File: config.mk
export PLATFORM = sky130hd
export DESIGN_NAME = jtcontra_gfx_romarb
export DESIGN_NICKNAME = d
export VERILOG_FILES = /design/src/rtl/jtcontra_gfx_romarb.sv
export SDC_FILE = /design/constraint.sdc
export NUM_CORES = 1
export LEC_CHECK = 0
export BUFFER_PORTS_ARGS = -buffer_cell sky130_fd_sc_hd__buf_4
export CAP_MARGIN = 15
export CORE_ASPECT_RATIO = 2
export CORE_MARGIN = 1
export CORE_UTILIZATION = 52
export DETAILED_ROUTE_END_ITERATION = 12
export PLACE_DENSITY_LB_ADDON = 0.25
export SLEW_MARGIN = 20
export SYNTH_ARGS = -nofsm -noshare
export SYNTH_HDL_FRONTEND = slang
export SYNTH_SLANG_ARGS = --single-unit
export TNS_END_PERCENT = 30
File: constraint.sdc
create_clock -name clk -period 2.6 [get_ports clk]
set_clock_uncertainty 0.05 [all_clocks]
set_input_delay 0.39 -clock clk [delete_from_list [all_inputs] [get_ports clk]]
set_output_delay 0.39 -clock clk [all_outputs]
set_load 0.03 [all_outputs]
File: src/rtl/jtcontra_gfx_romarb.sv
// Shares one SDRAM read port between two graphics engines: one cached word per engine,
// round-robin grant on ties. Define JTCONTRA_ROMARB_PRIO_EN to give engine 1 fixed priority.
module jtcontra_gfx_romarb #(
    parameter int unsigned AW = 18,
    parameter int unsigned DW = 16
) (
    input  logic          clk,
    input  logic          rst,
    input  logic          gfx1_cs,
    input  logic [AW-1:0] gfx1_addr,
    output logic [DW-1:0] gfx1_data,
    output logic          gfx1_ok,
    input  logic          gfx2_cs,
    input  logic [AW-1:0] gfx2_addr,
    output logic [DW-1:0] gfx2_data,
    output logic          gfx2_ok,
    output logic          sdram_req,
    output logic [AW:0]   sdram_addr,
    input  logic [DW-1:0] sdram_data,
    input  logic          sdram_rdy
);

    typedef enum logic {StIdle, StWait} state_e;

    state_e        state_q;
    logic [AW-1:0] tag1_q, tag2_q, pend_addr_q;
    logic [DW-1:0] data1_q, data2_q;
    logic          valid1_q, valid2_q;
    logic          last_grant_q, pend_id_q;
    logic          sdram_req_q;
    logic [AW:0]   sdram_addr_q;

    logic          hit1, hit2, need1, need2;
    logic          grant_id;
    logic [AW-1:0] grant_addr;

    assign hit1  = valid1_q & (gfx1_addr == tag1_q);
    assign hit2  = valid2_q & (gfx2_addr == tag2_q);
    assign need1 = gfx1_cs & ~hit1;
    assign need2 = gfx2_cs & ~hit2;

    assign gfx1_ok    = gfx1_cs & hit1;
    assign gfx2_ok    = gfx2_cs & hit2;
    assign gfx1_data  = data1_q;
    assign gfx2_data  = data2_q;
    assign sdram_req  = sdram_req_q;
    assign sdram_addr = sdram_addr_q;

    // Grant id: 0 selects engine 1, 1 selects engine 2.
    always_comb begin
        grant_id = 1'b0;
        if (need1 && need2) begin
`ifdef JTCONTRA_ROMARB_PRIO_EN
            grant_id = 1'b0;
`else
            grant_id = ~last_grant_q;
`endif
        end else if (need2) begin
            grant_id = 1'b1;
        end
        grant_addr = grant_id ? gfx2_addr : gfx1_addr;
    end

    always_ff @(posedge clk) begin
        if (rst) begin
            state_q      <= StIdle;
            tag1_q       <= '0;
            tag2_q       <= '0;
            data1_q      <= '0;
            data2_q      <= '0;
            valid1_q     <= 1'b0;
            valid2_q     <= 1'b0;
            last_grant_q <= 1'b1;
            pend_id_q    <= 1'b0;
            pend_addr_q  <= '0;
            sdram_req_q  <= 1'b0;
            sdram_addr_q <= '0;
        end else begin
            case (state_q)
                StIdle: begin
                    if (need1 || need2) begin
                        pend_id_q    <= grant_id;
                        pend_addr_q  <= grant_addr;
                        sdram_req_q  <= 1'b1;
                        sdram_addr_q <= {grant_id, grant_addr};
                        last_grant_q <= grant_id;
                        state_q      <= StWait;
                    end
                end
                StWait: begin
                    // Tag with the address captured at grant time so a moved address misses.
                    if (sdram_rdy) begin
                        if (pend_id_q) begin
                            data2_q  <= sdram_data;
                            tag2_q   <= pend_addr_q;
                            valid2_q <= 1'b1;
                        end else begin
                            data1_q  <= sdram_data;
                            tag1_q   <= pend_addr_q;
                            valid1_q <= 1'b1;
                        end
                        sdram_req_q <= 1'b0;
                        state_q     <= StIdle;
                    end
                end
                default: state_q <= StIdle;
            endcase
        end
    end

endmodule
==> results of run 1 <==
## worst register-to-register path, delay by kind of cell, from the launching register on
family	cells	cell delay [ns]
AOI/OAI and AO/OA	2	0.80
xor gates and xnor gates	1	0.26
DFF	1	0.38
buffers and inverters	1	0.29
and+or+nand+nor	3	0.44
## cell families after synthesis
| family | count (synthesis) | synth area share (%) |
|---|---|---|
| AOI/OAI and AO/OA | 117 | 18.1 |
| xor gates and xnor gates | 36 | 7.93 |
| buffers and inverters | 38 | 4.75 |
| DFF | 92 | 46.3 |
| and+or+nand+nor | 207 | 22.9 |
## power breakdown
part           switching [mW]  internal [mW]  leakage (nW)
clock                   0.542          0.829         0.159
sequential             0.0601           1.47         0.749
combinational           0.328          0.222          1.10
## stage by stage
step / total power, mW / instances / worst slack, ns
after detailed placement: 2.10 / 671 / 0.166
after global placement: 2.09 / 671 / 0.223
final: 3.45 / 687 / 0.113
after CTS: 3.46 / 687 / 0.127
after floorplan: 1.86 / 490 / 0.220
after global routing: 3.56 / 687 / 0.0419
## state kept, by name, indices dropped and copies added (netlist names)
| name | flops |
|---|---|
| gfx1_data | 16 |
| gfx2_data | 16 |
| last_grant_q | 1 |
| pend_addr_q | 17 |
| pend_id_q | 1 |
| sdram_addr | 1 |
| sdram_req | 1 |
| state_q | 1 |
| tag1_q | 18 |
| tag2_q | 18 |
| valid1_q | 1 |
| valid2_q | 1 |
## how the worst min path moves through the flow
stage,start,endpoint,depth (start not counted)
after floorplan,valid1_q,valid1_q,2
after global placement,gfx2_data[3],gfx2_data[3],2
after detailed placement,gfx2_data[11],gfx2_data[11],2
after CTS,sdram_rdy,state_q,2
after global routing,sdram_rdy,state_q,2
final,sdram_rdy,state_q,2
## cell type report
type                    count  area share [%]
clock buffers              12            5.12
clock inverters             4            1.08
inverters                   3           0.216
multi-input cells         360            37.4
flip-flops and latches     92            35.4
well taps                  92            2.21
repair buffers            124            18.6
## routing by layer
metal  track usage (%)  vias to the layer above  share of wire, %  wire (um)
met3              7.07                       48               8.1        948
met5                 0                        -                 0          0
met4              20.1                        0               4.8        567
met2              50.9                      222                51       5990
met1              31.5                     1859                36       4220
li1                  -                     1866                 -          -
## Yosys cell counts (2+ instances only)
cell and n:
nand3_1 22, nor4_2 2, o21ai_1 8, dfxtp_1 92, and3_1 2, o21ai_0 10, xnor2_1 25, xor2_1 11
a211oi_1 2, nor2_1 8, nand4_1 6, buf_2 3, nand2_1 140, inv_1 3, buf_4 5, a311oi_1 18
a21oi_1 70, nor3_1 19, clkbuf_1 25, or2_2 2
## cell usage in the layout (no fill, tap or decap), types with 2 or more instances in the layout
master,instances
nand2_1,140
buf_4,121
dfxtp_1,92
a21oi_1,70
xnor2_1,25
nand3_1,22
nor3_1,19
a311oi_1,18
xor2_1,11
o21ai_0,10
clkbuf_16,9
o21ai_1,8
nor2_1,7
nand4_1,6
inv_1,3
clkinv_4,3
clkbuf_8,3
buf_12,3
or2_2,2
nor4_2,2
and3_1,2
a211oi_1,2
==> results.md, run 1 <==
- Status: finished, final reports clean
- Hold_ws: around 0.21 ns
- Stages on the worst setup path: 6
- Initial DRC count: roughly 450
- R2r endpoint: pend_addr_q[14]
- # rows: 44
- Mean Syn Cell Area: 8.11 um^2
- TritonCTS clock tree: built
- Share of cells above drive strength 1: roughly 26%
- Slowest stage delay, CP: between 0.4 and 0.5 ns
- Fillcell total: about 610
- Vias in the first global route: between 3000 and 4000
- I/O pins: ~110
- Clk slew on worst S/H paths: around 0.070 ns
- Router iterations before antenna repair: 6
- Max Freq: between 400 and 500 MHz
- CP Launch Point: tag1_q[2]
- DPL Wire Length: a little under 8 mm
- PD cells: around 660 mW/mm^2
- Setup slack, reg-to-reg: between 0.2 and 0.3 ns
- Max_cap viols: 0
- R2R cell count: 7
- Number of synthesized register bits: between 90 and 100
- Gr usage total: slightly below 30%
- Initial Util: between 50% and 60%
- Antenna Violating Nets Remaining: 0
- Chip width: around 64 um
- Clk_lat worst skew: between 0.3 and 0.4 ns
- Drt drc: 0
- Die height: about 130 um
- Setup TNS: 0 ns
- Final min period: roughly 2.5 ns
- Kind of critical path: flip-flop to primary output
- Clock Tree Buf Depth: 2
- Endpoint kind of the worst setup timing path: primary output
- Post-CTS Setup Repair Bufs: 0
- CTS hold repair buffers: 0
- Initial antenna violation count: 0
- Critical Path Slowest Stage Cell: nor4_4
- Distinct cell type count of the synthesized netlist: 37
- GPL Wtd Cong: 0.933
- EDFF count, synth: 0
- CTS Buf Count: 9
- Fraction of registers with async set or reset after synthesis: 0%
- CTS root buffer: clkbuf_16
- Synth top area share: 46.3%
- Grt ovf: 0
- Die area: about 0.0080 mm^2
- Pin count of the biggest net entering global routing: 93
- CP endpoint: gfx1_ok
- Worst min-delay path class: input pin to flip-flop
- Cells after Synth: 490
- Avg Vias per Cell: 5.82
- Resize count post-CTS: 0
- Slew HR: a little over a third
- Leak pwr: between 2 and 2.5 nW
- Post-synthesis sequential area ratio: a little under half
- RSZ-0062 raised after global routing: no
- Bufs and invs on worst path: 1
- Largest cells by area after synthesis: dfxtp_1 46%, nand2_1 13%, a21oi_1 8.8%
- Area leader, netlist: dfxtp_1
- Clk sinks: ~90
- Routed WL: between 10 and 15 mm
- Core ar.: roughly 0.0073 mm^2
- Final net count: approximately 650
- DP Area: slightly below 0.005 mm^2
- Final Cell Area: between 0.005 and 0.006 mm^2
- R2R Path Start: tag2_q[4]
- IO buf count: 110
- Critical-path cell list: xnor2_1 -> nand4_1 -> nor4_4 -> nand2_1 -> nor2_1 -> buf_4
- Routed len/inst: about 17 um
- Area of the multi-input gates: a little under 0.002 mm^2
- YS warnings: 0
- WP data arrival: just over 2 ns
- Htree depth: 3
- Syn Nets: about 550
- Mapped Area: around 0.0040 mm^2
- Pins over their slew limit: 0
- Crit share post-route: 95.7%
- Area grow syn2layout: 31.0%
- Crit path max-delay family: simple AND/OR/NAND/NOR gates
- VDD IR max: 0.000710 V
- Worst Max-Slew Pin Slew: between 0.9 and 1 ns
- Routed vias: roughly 4000
- CP Launch Type: flip-flop
- Post-synth top flop: dfxtp_1
- Final Util: 71.1%
- Crit-path max FO: 5
- Final hold violation count: 0
- Register area: approximately 0.0018 mm^2
- Ant. Diodes: 0
- WP data required: about 2.2 ns
- Final setup violation count: 0
- First-pass GRT wire length: 18.5 mm
(Power assumes the default switching activity.)
==> run 2: changes to the inputs <==
--- a/config.mk
+++ b/config.mk
@@ -5,12 +5,14 @@
 export SDC_FILE = /design/constraint.sdc
 export NUM_CORES = 1
 export LEC_CHECK = 0
+export ABC_AREA = 1
 export BUFFER_PORTS_ARGS = -buffer_cell sky130_fd_sc_hd__buf_4
 export CAP_MARGIN = 15
 export CORE_ASPECT_RATIO = 2
 export CORE_MARGIN = 1
-export CORE_UTILIZATION = 52
+export CORE_UTILIZATION = 53
 export DETAILED_ROUTE_END_ITERATION = 12
+export MAX_ROUTING_LAYER = met4
 export PLACE_DENSITY_LB_ADDON = 0.25
 export SLEW_MARGIN = 20
 export SYNTH_ARGS = -nofsm -noshare
==> run 2 against run 1 <==
Against the previous run: clock-buffer cell count down 3; sequential power up 3%; non-clock buffer count down 9; register-to-register slack gained 0.22 ns; combinational power increased by 17%; total power increased by 4.7%; flip-flop and latch count unchanged; first-iteration DRC count decreased by 27%; cell area is 5.2% higher; via count rose by 13%; die area rose by 6.7%; sequential share of layout area decreased by 1.7 points; largest cell class unchanged.
==> results.md, run 2 <==
- Commonest non-fill, non-tap cell in the layout: nand2_1 (unchanged)
- VDD IR max: 0.000439 V (was 0.000710 V)
- Antenna Violating Nets Remaining: 0 (unchanged)
- Worst min-delay path class: input pin to flip-flop (unchanged)
- Fillcell total: 711 (was 608)
- PD cells: 660 mW/mm^2 (was 663 mW/mm^2)
- Post-CTS Setup Repair Bufs: 0 (unchanged)
- Final net count: 812 (was 647)
- Clk sinks: 92 (unchanged)
- Fin worst setup slack: 0.481 ns (was 0.113 ns)
- Area grow syn2layout: 26.5% (was 31.0%)
- Setup TNS: 0 ns (unchanged)
- R2R cell count: 14 (was 7)
- Resize count post-CTS: 0 (unchanged)
- Number of synthesized register bits: 92 (unchanged)
- Min-delay src: sdram_data[5] (was sdram_rdy)
- Final Power: 3.61 mW (was 3.45 mW)
- Status: finished, final reports clean (unchanged)
- Mapped Area: 0.00433 mm^2 (was 0.00397 mm^2)
- # rows: 46 (was 44)
- Post-synthesis sequential area ratio: 42.5% (was 46.3%)
- WP data arrival: 1.68 ns (was 2.05 ns)
- Depth of the worst hold-timing path: 3 (was 2)
- CP Launch Type: flip-flop (unchanged)
- Router iterations before antenna repair: 5 (was 6)
- Crit-path max FO: 3 (was 5)
- Distinct cell type count of the synthesized netlist: 22 (was 37)
- Synth top area share: 42.5% (was 46.3%)
- Most common cell in the netlist: nand2_1 (unchanged)
- Final min period: 2.12 ns (was 2.49 ns)
- Commonest cells after routing, fill and taps aside: 140 x nand2_1, 120 x inv_1, 115 x buf_4 (was 140 x nand2_1, 121 x buf_4, 92 x dfxtp_1)
- Area leader, netlist: dfxtp_1 (unchanged)
- Avg Vias per Cell: 5.27 (was 5.82)
- CTS hold repair buffers: 0 (unchanged)
- YS warnings: 0 (unchanged)
- Setup slack, reg-to-reg: 0.51 ns (was 0.29 ns)
- DPL Wire Length: 9.47 mm (was 7.89 mm)
- Post-synth top cells: 140 x nand2_1, 120 x inv_1, 92 x dfxtp_1 (was 140 x nand2_1, 92 x dfxtp_1, 70 x a21oi_1)
- Mean Syn Cell Area: 6.56 um^2 (was 8.11 um^2)
- CTS root buffer: clkbuf_16 (unchanged)
- Largest cells by area after synthesis: dfxtp_1 43%, nand2_1 12%, inv_1 10% (was dfxtp_1 46%, nand2_1 13%, a21oi_1 8.8%)
- Initial Util: 54.5% (was 54.3%)
- Slew HR: 59.1% (was 34.8%)
- EDFF count, synth: 0 (unchanged)
- Initial antenna violation count: 0 (unchanged)
- First-pass GRT wire length: 19.8 mm (was 18.5 mm)
- Vias in the first global route: 4241 (was 3867)
- Critical Path Slowest Stage Cell: dfxtp_1 (was nor4_4)
- GPL Wtd Cong: 0.936 (was 0.933)
- IO buf count: 110 (unchanged)
- Pins over their slew limit: 0 (unchanged)
- Grt ovf: 0 (unchanged)
- Core ar.: 0.00794 mm^2 (was 0.00732 mm^2)
- Routed WL: 12.8 mm (was 11.7 mm)
- R2R Path Start: tag1_q[7] (was tag2_q[4])
- Die area: 0.00856 mm^2 (was 0.00802 mm^2)
- Routed vias: 4513 (was 3995)
- TritonCTS clock tree: built (unchanged)
- RSZ-0062 raised after global routing: no (unchanged)
- Pin count of the biggest net entering global routing: 71 (was 93)
- Top Registers: tag1_q: 18 flops, tag2_q: 18 flops, pend_addr_q: 17 flops (unchanged)
- R2r endpoint: pend_addr_q[0] (was pend_addr_q[14])
- Chip width: 65.9 um (was 63.8 um)
- WP data required: 2.16 ns (about the same)
- Max_cap viols: 0 (unchanged)
- Share of cells above drive strength 1: 18.3% (was 25.9%)
- Die height: 130 um (was 126 um)
- Initial DRC count: 330 (was 451)
- Fraction of registers with async set or reset after synthesis: 0% (unchanged)
- CTS Buf Count: 9 (unchanged)
- Htree depth: 3 (unchanged)
- Gr usage total: 32.1% (was 29.8%)
- Clk slew on worst S/H paths: 0.07 ns (about the same)
- Bufs and invs on worst path: 2 (was 1)
- Cells after Synth: 660 (was 490)
- Final hold violation count: 0 (unchanged)
- Min-Delay Endpoint: gfx1_data[5] (was state_q)
- Slowest stage delay, CP: 0.36 ns (was 0.49 ns)
- Max Freq: 472 MHz (was 402 MHz)
- Ant. Diodes: 0 (unchanged)
- I/O pins: 111 (unchanged)
- Crit path max-delay family: simple AND/OR/NAND/NOR gates (unchanged)
- Setup slack at placement: 0.417 ns (was 0.166 ns)
- Routed len/inst: 15.0 um (was 17.1 um)
- Critical-path cell list: inv_1 -> nand2_1 -> nand2_1 -> nor2_1 -> nand2_1 -> nor2_1 -> nand3_1 -> nor2_1 -> buf_4 (was xnor2_1 -> nand4_1 -> nor4_4 -> nand2_1 -> nor2_1 -> buf_4)
- Clock Tree Buf Depth: 2 (unchanged)
- Final setup violation count: 0 (unchanged)
- Post-synth top flop: dfxtp_1 (unchanged)
- Drt drc: 0 (unchanged)
- Worst Max-Slew Pin Slew: 0.614 ns (was 0.978 ns)
- Syn Nets: 717 (was 547)
- Clk_lat worst skew: 0.34 ns (about the same)
- Crit share post-route: 81.5% (was 95.7%)
- Endpoint kind of the worst setup timing path: primary output (unchanged)
- Kind of critical path: flip-flop to primary output (unchanged)
- Leak pwr: 2.75 nW (was 2.01 nW)
[run 2: changes by cell type in the layout (fill, tap and decap cells not counted), sizes merged, moves of 18 or more]
cell,delta
nor2,+58
o21ai,+52
inv,+122
nand3,+23
a311oi,-18
xnor2,-22
[run 2: logic make-up after synthesis]
group           synth area share [%]
simple gates                    24.6
xor+xnor                        1.42
flops                           42.5
buf+inv                         14.5
compound gates                  16.9
[run 2: layer usage]
metal,part of all wire [%],wire (um),GRT usage [%],vias up
met5,0,0,-,-
li1,-,-,-,2242
met4,7.5,968,23.8,0
met3,4.1,523,4.55,53
met2,52,6670,55.6,173
met1,36,4670,31.5,2045
[run 2: how the worst max path moves through the flow]
stage	from	end	slack, ns	cells past startpoint
2_1_floorplan	gfx2_addr[2]	gfx2_ok	0.74	5
3_3_place_gp	gfx1_addr[10]	pend_addr_q[7]	0.39	11
3_5_place_dp	gfx1_addr[16]	pend_addr_q[7]	0.42	11
4_1_cts	tag1_q[7]	gfx1_ok	0.46	9
5_1_grt	tag1_q[5]	gfx1_ok	0.33	9
6_report	tag1_q[7]	gfx1_ok	0.48	9
[run 2: layout make-up]
cell class,count,area (um^2),share of cell area (%)
timing repair buffer,115,863,15.8
tap,96,120,2.19
sequential,92,1840,33.6
clock buffer,9,225,4.11
inverter,123,462,8.43
clock inverter,7,97.6,1.78
multi-input combinational,414,1870,34.1
[run 2: worst register-to-register path: cells and delay by family, from the launching register on]
| family | cells | cell delay [ns] |
|---|---|---|
| AND/OR/NAND/NOR | 10 | 1.14 |
| flip-flops | 1 | 0.36 |
| buffers and inverters | 3 | 0.34 |
| AO/OA/AOI/OAI | 1 | 0.10 |
[run 2: through the flow]
stage	hold WS (ns)	std cells	cell area [um^2]	utilization, %
after floorplan	0.386	660	4330	-
after global placement	0.383	840	5150	64.9
after detailed placement	0.387	840	5150	64.9
after CTS	0.224	856	5480	68.9
after global routing	0.232	856	5480	68.9
final	0.230	856	5480	68.9
[run 2: where the power goes]
part           switching, mW  leakage, nW  internal, mW  total (mW)
Combinational          0.406         1.84         0.236       0.642
Sequential            0.0704        0.753          1.50        1.57
Clock                  0.560        0.152         0.847        1.41
Total                   1.04         2.75          2.58        3.61
